**src/rtl/servant_proc_loader.sv**
```systemverilog
// Byte-stream command decoder driving single Wishbone transactions into servant RAM.
// Optional `SERVANT_LOADER_AUTOINC_EN adds the 'N' (write-next) command with an internal address register.
module servant_proc_loader #(
    parameter int TIMEOUT = 255
) (
    input  logic        wb_clk,
    input  logic        wb_rst,
    input  logic [7:0]  i_rx_data,
    input  logic        i_rx_valid,
    output logic        o_rx_ready,
    output logic [7:0]  o_tx_data,
    output logic        o_tx_valid,
    input  logic        i_tx_ready,
    output logic [31:0] o_wb_proc_adr,
    output logic [31:0] o_wb_proc_dat,
    output logic [3:0]  o_wb_proc_sel,
    output logic        o_wb_proc_we,
    output logic        o_wb_proc_stb,
    input  logic [31:0] i_wb_proc_rdt,
    input  logic        i_wb_proc_ack
);

    localparam int TW = (TIMEOUT < 1) ? 1 : $clog2(TIMEOUT + 1);
    localparam logic [TW-1:0] TMO_LAST = (TIMEOUT < 1) ? '0 : TW'(TIMEOUT - 1);

    localparam logic [2:0] S_IDLE = 3'd0;
    localparam logic [2:0] S_ADDR = 3'd1;
    localparam logic [2:0] S_DATA = 3'd2;
    localparam logic [2:0] S_BUS  = 3'd3;
    localparam logic [2:0] S_RESP = 3'd4;

    logic [2:0]    state_q, state_d;
    logic [1:0]    cnt_q, cnt_d;
    logic [1:0]    idx_q, idx_d;
    logic [TW-1:0] tmo_q, tmo_d;
    logic [31:0]   adr_q, adr_d;
    logic [31:0]   dat_q, dat_d;
    logic [31:0]   rdat_q, rdat_d;
    logic          we_q, we_d;
    logic          stb_q, stb_d;
    logic          wr_q, wr_d;
    logic          multi_q, multi_d;
    logic [7:0]    tx_data_q, tx_data_d;
    logic          tx_valid_q, tx_valid_d;
`ifdef SERVANT_LOADER_AUTOINC_EN
    logic [31:0]   ainc_q, ainc_d;
`endif

    logic       rx_fire;
    logic       tx_fire;
    logic [1:0] idx_n;

    assign o_rx_ready = (state_q == S_IDLE) || (state_q == S_ADDR) || (state_q == S_DATA);
    assign rx_fire    = i_rx_valid && o_rx_ready;
    assign tx_fire    = tx_valid_q && i_tx_ready;
    assign idx_n      = idx_q + 2'd1;

    always_comb begin
        state_d    = state_q;
        cnt_d      = cnt_q;
        idx_d      = idx_q;
        tmo_d      = tmo_q;
        adr_d      = adr_q;
        dat_d      = dat_q;
        rdat_d     = rdat_q;
        we_d       = we_q;
        stb_d      = stb_q;
        wr_d       = wr_q;
        multi_d    = multi_q;
        tx_data_d  = tx_data_q;
        tx_valid_d = tx_valid_q;
`ifdef SERVANT_LOADER_AUTOINC_EN
        ainc_d     = ainc_q;
`endif
        case (state_q)
            S_IDLE: begin
                if (rx_fire) begin
                    cnt_d = 2'd0;
                    case (i_rx_data)
                        8'h57: begin
                            wr_d    = 1'b1;
                            state_d = S_ADDR;
                        end
                        8'h52: begin
                            wr_d    = 1'b0;
                            state_d = S_ADDR;
                        end
`ifdef SERVANT_LOADER_AUTOINC_EN
                        8'h4E: begin
                            wr_d    = 1'b1;
                            adr_d   = ainc_q;
                            state_d = S_DATA;
                        end
`endif
                        default: begin
                            tx_data_d  = 8'h3F;
                            tx_valid_d = 1'b1;
                            multi_d    = 1'b0;
                            idx_d      = 2'd0;
                            state_d    = S_RESP;
                        end
                    endcase
                end
            end
            S_ADDR: begin
                if (rx_fire) begin
                    adr_d[{cnt_q, 3'b000} +: 8] = i_rx_data;
                    cnt_d = cnt_q + 2'd1;
                    if (cnt_q == 2'd3) begin
                        if (wr_q) begin
                            state_d = S_DATA;
                        end else begin
                            stb_d   = 1'b1;
                            we_d    = 1'b0;
                            tmo_d   = '0;
                            state_d = S_BUS;
                        end
                    end
                end
            end
            S_DATA: begin
                if (rx_fire) begin
                    dat_d[{cnt_q, 3'b000} +: 8] = i_rx_data;
                    cnt_d = cnt_q + 2'd1;
                    if (cnt_q == 2'd3) begin
                        stb_d   = 1'b1;
                        we_d    = 1'b1;
                        tmo_d   = '0;
                        state_d = S_BUS;
                    end
                end
            end
            S_BUS: begin
                // ack beats a timeout that expires on the same edge
                if (i_wb_proc_ack) begin
                    stb_d      = 1'b0;
                    we_d       = 1'b0;
                    rdat_d     = i_wb_proc_rdt;
                    tx_valid_d = 1'b1;
                    idx_d      = 2'd0;
                    state_d    = S_RESP;
                    if (wr_q) begin
                        tx_data_d = 8'h4B;
                        multi_d   = 1'b0;
`ifdef SERVANT_LOADER_AUTOINC_EN
                        ainc_d    = adr_q + 32'd4;
`endif
                    end else begin
                        tx_data_d = i_wb_proc_rdt[7:0];
                        multi_d   = 1'b1;
                    end
                end else if ((TIMEOUT != 0) && (tmo_q == TMO_LAST)) begin
                    stb_d      = 1'b0;
                    we_d       = 1'b0;
                    tx_data_d  = 8'h54;
                    tx_valid_d = 1'b1;
                    multi_d    = 1'b0;
                    idx_d      = 2'd0;
                    state_d    = S_RESP;
                end else begin
                    tmo_d = tmo_q + TW'(1);
                end
            end
            S_RESP: begin
                if (tx_fire) begin
                    if (!multi_q || (idx_q == 2'd3)) begin
                        tx_valid_d = 1'b0;
                        state_d    = S_IDLE;
                    end else begin
                        idx_d     = idx_n;
                        tx_data_d = rdat_q[{idx_n, 3'b000} +: 8];
                    end
                end
            end
            default: state_d = S_IDLE;
        endcase
    end

    always_ff @(posedge wb_clk or posedge wb_rst) begin
        if (wb_rst) begin
            state_q    <= S_IDLE;
            cnt_q      <= 2'd0;
            idx_q      <= 2'd0;
            tmo_q      <= '0;
            adr_q      <= 32'd0;
            dat_q      <= 32'd0;
            rdat_q     <= 32'd0;
            we_q       <= 1'b0;
            stb_q      <= 1'b0;
            wr_q       <= 1'b0;
            multi_q    <= 1'b0;
            tx_data_q  <= 8'd0;
            tx_valid_q <= 1'b0;
`ifdef SERVANT_LOADER_AUTOINC_EN
            ainc_q     <= 32'd0;
`endif
        end else begin
            state_q    <= state_d;
            cnt_q      <= cnt_d;
            idx_q      <= idx_d;
            tmo_q      <= tmo_d;
            adr_q      <= adr_d;
            dat_q      <= dat_d;
            rdat_q     <= rdat_d;
            we_q       <= we_d;
            stb_q      <= stb_d;
            wr_q       <= wr_d;
            multi_q    <= multi_d;
            tx_data_q  <= tx_data_d;
            tx_valid_q <= tx_valid_d;
`ifdef SERVANT_LOADER_AUTOINC_EN
            ainc_q     <= ainc_d;
`endif
        end
    end

    assign o_tx_data     = tx_data_q;
    assign o_tx_valid    = tx_valid_q;
    assign o_wb_proc_adr = adr_q;
    assign o_wb_proc_dat = dat_q;
    assign o_wb_proc_sel = 4'hF;
    assign o_wb_proc_we  = we_q;
    assign o_wb_proc_stb = stb_q;

endmodule

```
**config.mk**
```make
export PLATFORM = sky130hd
export DESIGN_NAME = servant_proc_loader
export DESIGN_NICKNAME = d
export VERILOG_FILES = /design/src/rtl/servant_proc_loader.sv
export SDC_FILE = /design/constraint.sdc
export NUM_CORES = 1
export LEC_CHECK = 0
export ABC_CLOCK_PERIOD_IN_PS = 3800
export CAP_MARGIN = 20
export CORE_MARGIN = 3
export CORE_UTILIZATION = 46
export DETAILED_ROUTE_END_ITERATION = 10
export PLACE_DENSITY = 0.84
export SYNTH_ARGS = -nofsm -noshare
export SYNTH_HDL_FRONTEND = slang
export SYNTH_SLANG_ARGS = --single-unit
export TNS_END_PERCENT = 100
```
**constraint.sdc**
```tcl
create_clock -name wb_clk -period 3.8 [get_ports wb_clk]
set_input_delay 0.76 -clock wb_clk [delete_from_list [all_inputs] [get_ports wb_clk]]
set_output_delay 0.76 -clock wb_clk [all_outputs]
set_load 0.05 [all_outputs]
```
# Yosys cells after proc, flatten, opt, wreduce, memory -nomap -nowiden
# Cells that the tools add are included.
[word_totals]
reg_bits = 124
in_bits = 45
output_inout_bits = 80
wordCells = 133
[classes]
addsub = 4
n_eq_ne = 23
shifts = 3
muxes = 65
reduce_logical = 25
[ops]
columns = ["op", "count"]
rows = [
  ["8-bit 2-to-1 mux", 14],
  ["32-bit bitwise mux", 2],
  ["8-bit one-hot mux with 3 select lines", 2],
  ["8-bit by 7-bit variable shift with 32-bit output (first input constant)", 1],
  ["32-bit by 6-bit indexed part select with 8-bit output", 1],
  ["8-bit by 7-bit indexed part select with 32-bit output", 1],
  ["3-bit 2-to-1 mux", 10],
  ["1-bit 2-to-1 mux", 21],
  ["2-bit != test (second input constant)", 10],
  ["8-bit by 7-bit == test with 1-bit output (second input constant)", 2],
  ["2-bit 2-to-1 mux", 8],
  ["8-bit AND reduction", 2],
  ["3-bit one-hot mux with 5 select lines", 1],
  ["6-bit AND reduction", 2],
  ["1-bit one-hot mux with 3 select lines", 3],
  ["8-bit by 1-bit adder with 8-bit output (second input constant)", 1],
  ["8-bit == test (second input constant)", 1],
  ["5-bit negation with 7-bit output", 1],
  ["7-bit AND reduction", 1],
  ["3-bit by 2-bit == test with 1-bit output (second input constant)", 2],
  ["2-bit by 1-bit != test with 1-bit output (second input constant)", 3],
  ["2-bit one-hot mux with 3 select lines", 1],
  ["2-bit AND reduction", 3],
  ["3-bit AND reduction", 2],
  ["other kinds (15)", 25],
]

# Longest topological paths before layout
# Gate-level depths: netlist of the first run.
[logic_depth]
depth_word = 6
depth_mapped = 7
depth_no_buf = 6

# Least setup slack after synthesis of the first run
# OpenSTA, ideal clock, no wires.
[synth_path]
kind = "reg2out"
from = "reg state_q[0]"
to = "out o_rx_ready"
t_arrival_ps = 1492
required_ps = 3040
path_slack_ps = 1548
stages_incl_launch_ff = 4
path_buffers = 2
path_cell_list = "dfrtp_1 > clkbuf_8 > clkbuf_1 > a21oi_1"
[synth_between]
elab_chain_len = 3
elab_cells_between_ends = 5
cone_classes = "2 x eq/ne; 3 x reduce/logical"
[synth_rtl]
columns = ["item", "line", "rtl"]
rows = [
  ["start, declared", "32", "logic [2:0] state_q, state_d;"],
  ["start signal, assigned", "198", "state_q <= state_d;"],
  ["3-bit by 1-bit == test with 1-bit output / 3-bit logical NOT (equally long branches)", "53", "assign o_rx_ready = (state_q == S_IDLE) || (state_q == S_ADDR) || (state_q == S_DATA);"],
  ["1-bit logical OR", "53", ""],
  ["1-bit logical OR *", "53", ""],
  ["end, declared", "10", "output logic o_rx_ready,"],
]
# Every way passes the cells marked *; elsewhere a longest branch is shown, timed or not.

# Final worst setup path of the first run
# Ends and elaborated chain as after synthesis.

==> parameters.txt, run 1 <==
Parameter                              Value

Clocking
  CTS buffer count ... 17
  CTS sink cnt ... between 100 and 150
  Register clock-pin slew on the reported worst setup and hold paths ... 0.06 ns
  CTS tree ... built
  H-tree depth ... 4
  Resized cells post-CTS ... 0
  Later-pin clock latency in the skew report ... 0.41 ns
  Clock tree buffer depth ... 2
  Count of hold buffers inserted by post-cts repair ... 0
  Number of buffers added for setup after CTS ... 0
  Clock root buffer ... sky130_fd_sc_hd__clkbuf_16

Critical path
  Data arrival time of the critical path ... 2.06 ns
  Kind of critical path ... flip-flop to primary output
  Peak fanout along the critical path ... 19
  Crit path launch type ... flip-flop
  Worst path required time ... a little over 3 ns
  Element type at the critical path end ... primary output

Synth
  Average instance area after synthesis ... approximately 13 µm²
  Gate count after technology mapping ... ~440
  Sequential area share after synthesis ... 0.532
  Proportion of synthesized flip-flops having asynchronous set or reset ... 1.00
  Number of storage elements in the synthesis netlist ... 124
  Number of distinct library cell variants in the gate-level netlist after synthesis ... between 50 and 60
  Most frequently used flop master after synthesis ... sky130_fd_sc_hd__dfrtp_1
  Area of the mapped netlist ... 5830 µm²
  Post-synth EDFFs ... 0
  Yosys warnings ... 0

Finish
  Number of filler instances in the final layout ... about 940
  Share of post-route cells with drive strength above 1 ... 0.282
  Layout overhead on the synthesized area ... 32.6%
  Cell area after layout ... 7730 µm²
  Antenna fix cells ... 0
  Share of the core filled with cells in the final layout ... 0.633
  Number of nets in the layout ... 623

Detailed routing
  Routed via count divided by cell count ... 5.34
  Number of remaining DRC errors ... 0
  Drt pass-1 iters ... 5
  DRC marker count from the first detailed-route iteration ... a little under 200
  Drt wl/cell ... roughly 18 µm
  Total length of routed wires ... 13,500 µm
  Vias post-DR ... 3,998
  Post-route antenna net violation count ... 0

STA
  RSZ-0062 raised after global routing ... false
  Final Hold Viols ... 0
  Worst Tran Pin Value ... about 0.94 ns
  Final hold slack ... between 0.4 and 0.5 ns
  Share of the clock period used by the worst path after layout ... 0.742
  Peak Freq ... 355 MHz
  Max transition margin ... 0.374
  Number of setup violations in the final report ... 0
  Total negative setup slack ... 0 ns
  Largest clock skew in the final design ... a little under 0.009 ns
  Final count of pins violating max slew ... 0
  Final min period ... 2.82 ns

Place
  Weighted congestion reported at the end of routability-driven placement ... 0.792
  Placed wire-length estimate after detailed placement ... 9530 µm
  Placed instance area ... 7170 µm²
  Number of port buffers ... 120

Floorplan
  Width of the chip ... 119 µm
  Starting density of the core ... 0.477
  Number of I/O pins ... 125
  Area of the placeable core ... roughly 12,000 µm²
  Die footprint ... about 14,000 µm²
  Floorplan die height ... approximately 120 µm
  Number of standard-cell rows in the floorplan ... 40

Global route
  Global-route congestion overflow total ... 0
  GRT Util Overall ... 0.197
  Initial antenna violation count ... 0
  Pin count of the biggest net entering global routing ... 65
  First-pass GRT wire length ... approximately 22,000 µm
  Vias in the first global route ... 4,245

Power
  Share of total power in sequential cells ... 0.380
  Post-route total power ... 3.99 mW
  Switching power summed over all nets ... 1.22 mW
  Worst IR Drop VDD ... 439 µV
  Switching part of the total ... 0.306
  Clock network power share ... 0.386
  Power Internal ... 2.77 mW
  Power density over the cells ... between 500 and 600 nW/µm²
  Leakage power summed over all cells ... between 3 and 4 nW
  Combinational cell fraction of total power ... 0.234

Status
  Status ... finished clean

Min path
  Path class of the lowest-slack min-delay path ... flip-flop to flip-flop

Run
  Max cap viols ... 0
cells in the final DEF (no fill, tap or decap), types with 9 or more instances in the layout:
cell type	synthesis	layout
sky130_fd_sc_hd__inv_1	11	10
sky130_fd_sc_hd__o21ai_0	14	14
sky130_fd_sc_hd__and2_1	27	27
sky130_fd_sc_hd__clkdlybuf4s50_1	0	120
sky130_fd_sc_hd__nor2_1	15	15
sky130_fd_sc_hd__mux2_2	97	97
sky130_fd_sc_hd__dfrtp_1	124	124
sky130_fd_sc_hd__a21oi_1	15	15
sky130_fd_sc_hd__nand2_1	22	22
sky130_fd_sc_hd__ha_1	9	9
sky130_fd_sc_hd__clkbuf_16	0	17
through the flow:
step	cells	worst slack, ns
after floorplan	445	1.51
after global placement	718	1.09
after detailed placement	718	1.04
after CTS	749	0.967
after global routing	749	0.883
final	749	0.979
sequential cells by signal, indices dropped and copies added, names as in the netlist:
signal / cells
o_tx_valid: 1
o_wb_proc_adr: 32
o_wb_proc_dat: 32
idx_q: 2
state_q: 3
o_wb_proc_we: 1
multi_q: 1
cnt_q: 2
o_tx_data: 8
wr_q: 1
o_wb_proc_stb: 1
tmo_q: 8
rdat_q: 32
cell usage after synthesis (all sizes together) (5+ instances only):
master | instances | area, µm²
clkbuf | 5 | 28.8
mux2 | 104 | 1200
ha | 9 | 113
dfrtp | 124 | 3100
inv | 11 | 41.3
a21oi | 15 | 75.1
mux4 | 8 | 183
o21ai | 14 | 70.1
nand2 | 23 | 93.8
and2 | 31 | 199
nor2 | 15 | 56.3
buf | 13 | 96.3
nor3b | 7 | 52.6
mux2i | 7 | 70.1
area by class of cell:
| cell class | count | area, µm² | share of cell area |
|---|---|---|---|
| inverter | 11 | 45.0 | 0.00583 |
| sequential | 124 | 3100 | 0.401 |
| clock buffer | 19 | 443 | 0.0573 |
| timing repair buffer | 123 | 1240 | 0.160 |
| multi-input combinational | 292 | 2570 | 0.333 |
| tap | 168 | 210 | 0.0272 |
| clock inverter | 12 | 123 | 0.0159 |
power by group through the flow:
stage	clock network, mW	registers, mW	logic [mW]
final	1.54	1.52	0.934
after global routing	1.62	1.54	1.00
after CTS	1.56	1.52	0.943
after detailed placement	0	1.54	0.939
after global placement	0	1.54	0.915
after floorplan	0	1.70	0.494
worst max-delay path, stage by stage, from the launching register on:
cell and delay [ns]:
sky130_fd_sc_hd__dfrtp_1 0.57, sky130_fd_sc_hd__a21oi_1 0.23, sky130_fd_sc_hd__clkdlybuf4s50_1 0.85
logic make-up (layout without fill, tap and decap cells):
kind of cell / count (synthesis) / after routing / synth area share
compound gates: 51 / 51 / 0.0595
other cells: 1 / 4 / 0.000643
xor+xnor: 1 / 1 / 0.00150
mux: 119 / 119 / 0.249
simple gates: 108 / 108 / 0.109
flops: 124 / 124 / 0.532
fa+ha+maj: 9 / 9 / 0.0193
buf+inv: 29 / 165 / 0.0285
metal layers:
metal / GRT usage / up-vias / wire, µm
met3: 0.0512 / 16 / 732
met1: 0.250 / 2023 / 5740
met4: 0.0594 / 0 / 156
met2: 0.331 / 125 / 6860
met5: 0 / - / 0
li1: - / 1834 / -
worst paths after layout:
kind                                             start                        to  slack [ns]  cells past startpoint
max in group asynchronous                       wb_rst      tmo_q[5]$_DFFE_PP0P_        2.11                      3
worst min-delay path               multi_q$_DFFE_PP0P_       multi_q$_DFFE_PP0P_        0.48                      1
worst max-delay path            state_q[0]$_DFFE_PP0P_                o_rx_ready        0.98                      2
worst max register to register    idx_q[0]$_DFFE_PP0P_  o_tx_data[7]$_DFFE_PP0P_        1.37                      4
min in group asynchronous                       wb_rst    rdat_q[26]$_DFFE_PP0P_        0.88                      2
worst min register to register     multi_q$_DFFE_PP0P_       multi_q$_DFFE_PP0P_        0.48                      1
Power figures use the tool's default switching activity.
==> run 2, diff against run 1 <==
Settings changed: ABC_CLOCK_PERIOD_IN_PS 3800 to 2600, CORE_UTILIZATION 46 to 51, PLACE_DENSITY 0.84 to 0.88.
Clock period 3.8 ns to 2.6 ns, I/O delays scaled along.
==> parameters.txt, run 2 (synthesis results as in run 1) <==
Parameter                              Value

Detailed routing
  Total length of routed wires ... 14,000 µm (+4.1%)
  DRC marker count from the first detailed-route iteration ... 265 (+35%)
  Post-route antenna net violation count ... 0 (unchanged)
  Drt pass-1 iters ... 4 (-1)
  Vias post-DR ... 4,139 (+3.5%)
  Drt wl/cell ... 19.1 µm (+6.2%)
  Number of remaining DRC errors ... 0 (unchanged)
  Routed via count divided by cell count ... 5.64 (+5.6%)

Place
  Post-placement cell count ... 702 (-2.2%)
  Placed wire-length estimate after detailed placement ... 9870 µm (+3.6%)
  Weighted congestion reported at the end of routability-driven placement ... 0.841 (+6.3%)
  Number of port buffers ... 120 (unchanged)

Finish
  Layout overhead on the synthesized area ... 34.4%
  Number of nets in the layout ... 635 (+1.9%)
  Most frequent cells in the layout ... 124 x sky130_fd_sc_hd__dfrtp_1, 119 x sky130_fd_sc_hd__clkdlybuf4s50_1, 97 x sky130_fd_sc_hd__mux2_2, 27 x sky130_fd_sc_hd__and2_1, 22 x sky130_fd_sc_hd__nand2_1
  Area taken by multi-input logic gates ... 2570 µm² (unchanged)
  Final Non-Filler Cells ... 734 (-2.0%)
  Share of post-route cells with drive strength above 1 ... 0.300 (+0.0174)
  Area taken by flip-flops and latches ... 3100 µm² (unchanged)
  Leading cell type in the layout, fill and taps excluded ... sky130_fd_sc_hd__dfrtp_1
  Antenna fix cells ... 0 (unchanged)
  Number of filler instances in the final layout ... 694 (-26%)

Global route
  Global-route congestion overflow total ... 0 (unchanged)
  First-pass GRT wire length ... 22,900 µm (+4.5%)
  Vias in the first global route ... 4,384 (+3.3%)
  Initial antenna violation count ... 0 (unchanged)
  GRT Util Overall ... 0.230 (+0.0336)
  Pin count of the biggest net entering global routing ... 59 (-9.2%)

Floorplan
  Die footprint ... 12,700 µm² (-9.3%)
  Width of the chip ... 113 µm (-4.8%)
  Number of standard-cell rows in the floorplan ... 38 (-5.0%)
  Number of I/O pins ... 125 (unchanged)
  Area of the placeable core ... 11,000 µm² (-10%)
  Floorplan die height ... 113 µm (-4.8%)
  Starting density of the core ... 0.531 (+0.0534)

STA
  Share of the clock period used by the worst path after layout ... 0.925
  Final hold slack ... 0.350 ns (-0.128 ns)
  Final Hold Viols ... 0 (unchanged)
  Final min period ... 2.41 ns
  Worst Tran Pin Value ... 0.921 ns (-0.0169 ns)
  RSZ-0062 raised after global routing ... false
  Total negative setup slack ... 0 ns (unchanged)
  Number of setup violations in the final report ... 0 (unchanged)
  Largest clock skew in the final design ... 0.00732 ns (-0.00156 ns)
  Final count of pins violating max slew ... 0 (unchanged)
  Max transition margin ... 0.385 (+0.0113)
  Peak Freq ... around 420 MHz

Clocking
  CTS tree ... built
  Number of buffers added for setup after CTS ... 0 (unchanged)
  CTS sink cnt ... 124 (unchanged)
  CTS buffer count ... 17 (unchanged)
  Later-pin clock latency in the skew report ... 0.41 ns (about the same)
  H-tree depth ... 4 (unchanged)
  Resized cells post-CTS ... 0 (unchanged)
  Count of hold buffers inserted by post-cts repair ... 0 (unchanged)
  Clock root buffer ... sky130_fd_sc_hd__clkbuf_16
  Register clock-pin slew on the reported worst setup and hold paths ... 0.05 ns (about the same)
  Clock tree buffer depth ... 2 (unchanged)

Critical path
  Ordered list of cells on the worst path ... inv_1 -> ha_1 -> nor3b_1 -> and2_1 -> mux2_2
  Kind of critical path ... flip-flop to flip-flop
  Slowest Stage Delay on Critical Path ... 0.79 ns (-0.06 ns)
  Element type at the critical path end ... flip-flop
  Crit-path slowest cell ... sky130_fd_sc_hd__nor3b_1
  Worst path required time ... 2.95 ns (-0.09 ns)
  Data arrival time of the critical path ... 2.75 ns (+0.69 ns)
  Crit path launch type ... flip-flop
  Peak fanout along the critical path ... 10 (-9)

Power
  Leakage power summed over all cells ... 3.70 nW (+2.2%)
  Worst IR Drop VDD ... 608 µV (+38%)
  Power density over the cells ... 771 nW/µm² (+49%)
  Post-route total power ... 6.04 mW (+51%)

Min path
  Path class of the lowest-slack min-delay path ... input pin to async pin

Status
  Status ... finished clean

Run
  Max cap viols ... 0 (unchanged)
-- run 2: critical path, delay by kind of cell, from the launching register on --
family,cells,cell delay (ns)
buf+inv,1,0.18
fa+ha+maj,1,0.41
mux,1,0.17
flops,1,0.52
simple gates,2,1.05
-- run 2: routing by layer --
layer / routed length [µm] / share of wire / up-vias / global-route usage
li1: - / - / 1861 / -
met5: 0 / 0 / - / 0
met4: 399 / 0.028 / 0 / 0.101
met1: 5650 / 0.40 / 2093 / 0.281
met3: 859 / 0.061 / 33 / 0.0615
met2: 7120 / 0.51 / 152 / 0.385
-- run 2: layout make-up --
type	instances	share of cell area
clock buffers	19	0.0565
clock inverters	13	0.0209
flip-flops and latches	124	0.396
repair buffers	135	0.170
inverters	11	0.00575
well taps	140	0.0223
multi-input cells	292	0.328
-- run 2: report_power, final --
group	total [mW]	internal, mW	switching (mW)
Sequential	2.21	2.06	0.144
Combinational	1.43	0.592	0.837
Clock	2.41	1.54	0.871
-- run 2: final timing paths --
check                      slack, ns  depth (start not counted)            startpoint                       endpoint
max in group asynchronous       1.60                          3                wb_rst           tmo_q[6]$_DFFE_PP0P_
max                             0.19                          5  cnt_q[0]$_DFFE_PP0P_   o_wb_proc_dat[1]$_DFFE_PP0P_
max reg2reg                     0.19                          5  cnt_q[0]$_DFFE_PP0P_   o_wb_proc_dat[1]$_DFFE_PP0P_
min                             0.35                          2                wb_rst  o_wb_proc_dat[31]$_DFFE_PP0P_
min in group wb_clk             0.49                          1   multi_q$_DFFE_PP0P_            multi_q$_DFFE_PP0P_
min reg2reg                     0.49                          1   multi_q$_DFFE_PP0P_            multi_q$_DFFE_PP0P_
-- run 2: stage by stage --
stage                     cell area (µm²)   util  setup WS, ns
final                                7840  0.714         0.195
after global routing                 7840  0.714        0.0168
after CTS                            7840  0.714         0.198
after detailed placement             7230  0.658         0.169
after global placement               7230  0.658         0.190
after floorplan                      5840      -         0.555
==> run 3, diff against run 2 <==
Settings changed: CORE_MARGIN 3 to not set.
==> parameters.txt, run 3 (synthesis results as in run 1) <==
Parameter                              Value

STA
  Max transition margin ... 0.388 (+0.00277)
  Final min period ... 2.41 ns (-0.000154 ns)
  Peak Freq ... 416 MHz (about the same)
  Largest clock skew in the final design ... 0.00790 ns (+0.000581 ns)
  Number of setup violations in the final report ... 0 (unchanged)
  Worst Tran Pin Value ... 0.911 ns (-0.00918 ns)
  Final Hold Viols ... 0 (unchanged)
  Worst setup slack after layout ... 0.195 ns (+0.000154 ns)
  Final count of pins violating max slew ... 0 (unchanged)
  Share of the clock period used by the worst path after layout ... 0.925 (about the same)
  Total negative setup slack ... 0 ns (unchanged)
  Final hold slack ... 0.447 ns (+0.0971 ns)
  RSZ-0062 raised after global routing ... false

Clocking
  CTS buffer count ... 17 (unchanged)
  Clock tree buffer depth ... 2 (unchanged)
  Number of buffers added for setup after CTS ... 0 (unchanged)
  Register clock-pin slew on the reported worst setup and hold paths ... 0.05 ns (about the same)
  CTS sink cnt ... 124 (unchanged)
  Clock root buffer ... sky130_fd_sc_hd__clkbuf_16
  H-tree depth ... 4 (unchanged)
  Later-pin clock latency in the skew report ... 0.42 ns (about the same)
  CTS tree ... built

Power
  Power density over the cells ... 756 nW/µm² (-2.0%)
  Post-route total power ... 5.90 mW (-2.3%)
  Worst IR Drop VDD ... 567 µV (-6.8%)
  Leakage power summed over all cells ... 3.70 nW (about the same)

Finish
  Number of nets in the layout ... 637 (+0.31%)
  Number of filler instances in the final layout ... 741 (+6.8%)
  Leading cell type in the layout, fill and taps excluded ... sky130_fd_sc_hd__dfrtp_1
  Layout overhead on the synthesized area ... 34.0%
  Share of post-route cells with drive strength above 1 ... 0.294 (-0.00604)
  Final Non-Filler Cells ... 736 (+0.27%)
  Most frequent cells in the layout ... 124 x sky130_fd_sc_hd__dfrtp_1, 119 x sky130_fd_sc_hd__clkdlybuf4s50_1, 97 x sky130_fd_sc_hd__mux2_2, 27 x sky130_fd_sc_hd__and2_1, 22 x sky130_fd_sc_hd__nand2_1
  Antenna fix cells ... 0 (unchanged)

Global route
  GRT Util Overall ... 0.266 (+0.0355)
  Global-route congestion overflow total ... 0 (unchanged)
  Met3 capacity usage during global routing ... 0.0753 (+0.0138)
  Initial antenna violation count ... 0 (unchanged)
  Met2 GRT Util ... 0.453 (+0.0678)
  Vias in the first global route ... 4,568 (+4.2%)
  First-pass GRT wire length ... 23,500 µm (+2.5%)
  Routing usage on met1 ... 0.312 (+0.0315)
  Pin count of the biggest net entering global routing ... 64 (+8.5%)
  Peak-usage layer in the global routing report ... met2

Critical path
  Path length in cells of the critical path ... 5 (unchanged)
  Crit path launch type ... flip-flop
  Data arrival time of the critical path ... 2.76 ns (about the same)
  Slowest Stage Delay on Critical Path ... 0.77 ns (-0.02 ns)
  Kind of critical path ... flip-flop to flip-flop
  Worst path bufs/invs ... 1 (unchanged)
  Worst setup path start ... cnt_q[0]$_DFFE_PP0P_
  Crit-path slowest cell ... sky130_fd_sc_hd__nor3_1
  Reg-to-reg startpoint ... cnt_q[0]$_DFFE_PP0P_
  Ordered list of cells on the worst path ... inv_1 -> ha_1 -> nor3_1 -> and2_1 -> mux2_2
  FF-to-FF path depth ... 5 (unchanged)
  Worst path required time ... 2.95 ns (about the same)
  Peak fanout along the critical path ... 10 (unchanged)
  Largest delay contributor family on the critical path ... simple AND/OR/NAND/NOR gates
  Element type at the critical path end ... flip-flop

Floorplan
  Starting density of the core ... 0.531 (unchanged)
  Die footprint ... 11,900 µm² (-7.0%)
  Floorplan die height ... 109 µm (-3.5%)
  Number of I/O pins ... 125 (unchanged)
  Number of standard-cell rows in the floorplan ... 38 (unchanged)
  Area of the placeable core ... 11,000 µm² (unchanged)
  Width of the chip ... 109 µm (-3.5%)

Min path
  Path class of the lowest-slack min-delay path ... input pin to async pin

Detailed routing
  Post-route antenna net violation count ... 0 (unchanged)
  Drt wl/cell ... 20.0 µm (+4.6%)
  Routed via count divided by cell count ... 5.73 (+1.7%)
  Total length of routed wires ... 14,700 µm (+4.9%)
  Drt pass-1 iters ... 4 (unchanged)
  DRC marker count from the first detailed-route iteration ... 213 (-20%)
  Number of remaining DRC errors ... 0 (unchanged)
  Vias post-DR ... 4,219 (+1.9%)

Place
  Post-placement cell count ... 704 (+0.28%)
  Weighted congestion reported at the end of routability-driven placement ... 0.818 (-2.8%)
  Number of port buffers ... 120 (unchanged)
  Placed wire-length estimate after detailed placement ... 9900 µm (+0.33%)
  Minimum setup slack after placement ... 0.151 ns (-0.0180 ns)

Status
  Status ... finished clean

Run
  Max cap viols ... 0 (unchanged)
[run 3: cell count changes in the layout (fill, tap and decap cells not counted)]
| cell | change |
|---|---|
| sky130_fd_sc_hd__bufinv_16 | -2 |
| sky130_fd_sc_hd__clkbuf_8 | +3 |
| sky130_fd_sc_hd__dlymetal6s2s_1 | +1 |
| sky130_fd_sc_hd__inv_6 | -2 |
| sky130_fd_sc_hd__buf_4 | +1 |
| sky130_fd_sc_hd__clkbuf_1 | +4 |
| sky130_fd_sc_hd__clkinv_4 | -3 |
[run 3: layout make-up]
class / instances / area (µm²) / area share
Timing Repair Buffer: 137 / 1360 / 0.174
Sequential cell: 124 / 3100 / 0.397
Clock buffer: 26 / 499 / 0.0639
Clock inverter: 6 / 60.1 / 0.00769
Multi-Input combinational cell: 292 / 2570 / 0.329
Inverter: 11 / 45.0 / 0.00577
Tap cell: 140 / 175 / 0.0224
[run 3: where the power goes]
| part | switching [mW] | internal (mW) |
|---|---|---|
| Clock | 0.822 | 1.41 |
| Sequential | 0.149 | 2.06 |
| Combinational | 0.861 | 0.597 |
| Total | 1.83 | 4.07 |
[run 3: worst paths after layout]
kind	endpoint	slack (ns)
setup / recovery	o_wb_proc_adr[24]$_DFFE_PP0P_	0.19
hold / removal	o_wb_proc_dat[28]$_DFFE_PP0P_	0.45
setup reg to reg	o_wb_proc_adr[24]$_DFFE_PP0P_	0.19
hold reg to reg	rdat_q[31]$_DFFE_PP0P_	0.50
max in group asynchronous	o_wb_proc_dat[17]$_DFFE_PP0P_	1.49
min in group wb_clk	rdat_q[31]$_DFFE_PP0P_	0.50
[run 3: stage by stage]
stage	instance area, µm²	utilization
global placement	7250	0.660
detailed placement	7250	0.660
floorplan	5840	-
global route	7810	0.711
finish	7810	0.711
CTS	7810	0.711
[run 3: repair_timing]
item / 4_1_cts / 5_1_grt
setup endpoints to repair: 0 / 1
hold buffers: 0 / 0
resized for setup: 0 / 1
[run 3: routing by layer]
layer	share of wire	routed length, µm
met1	0.40	5850
met2	0.52	7680
met3	0.060	880
met4	0.021	304
met5	0	0
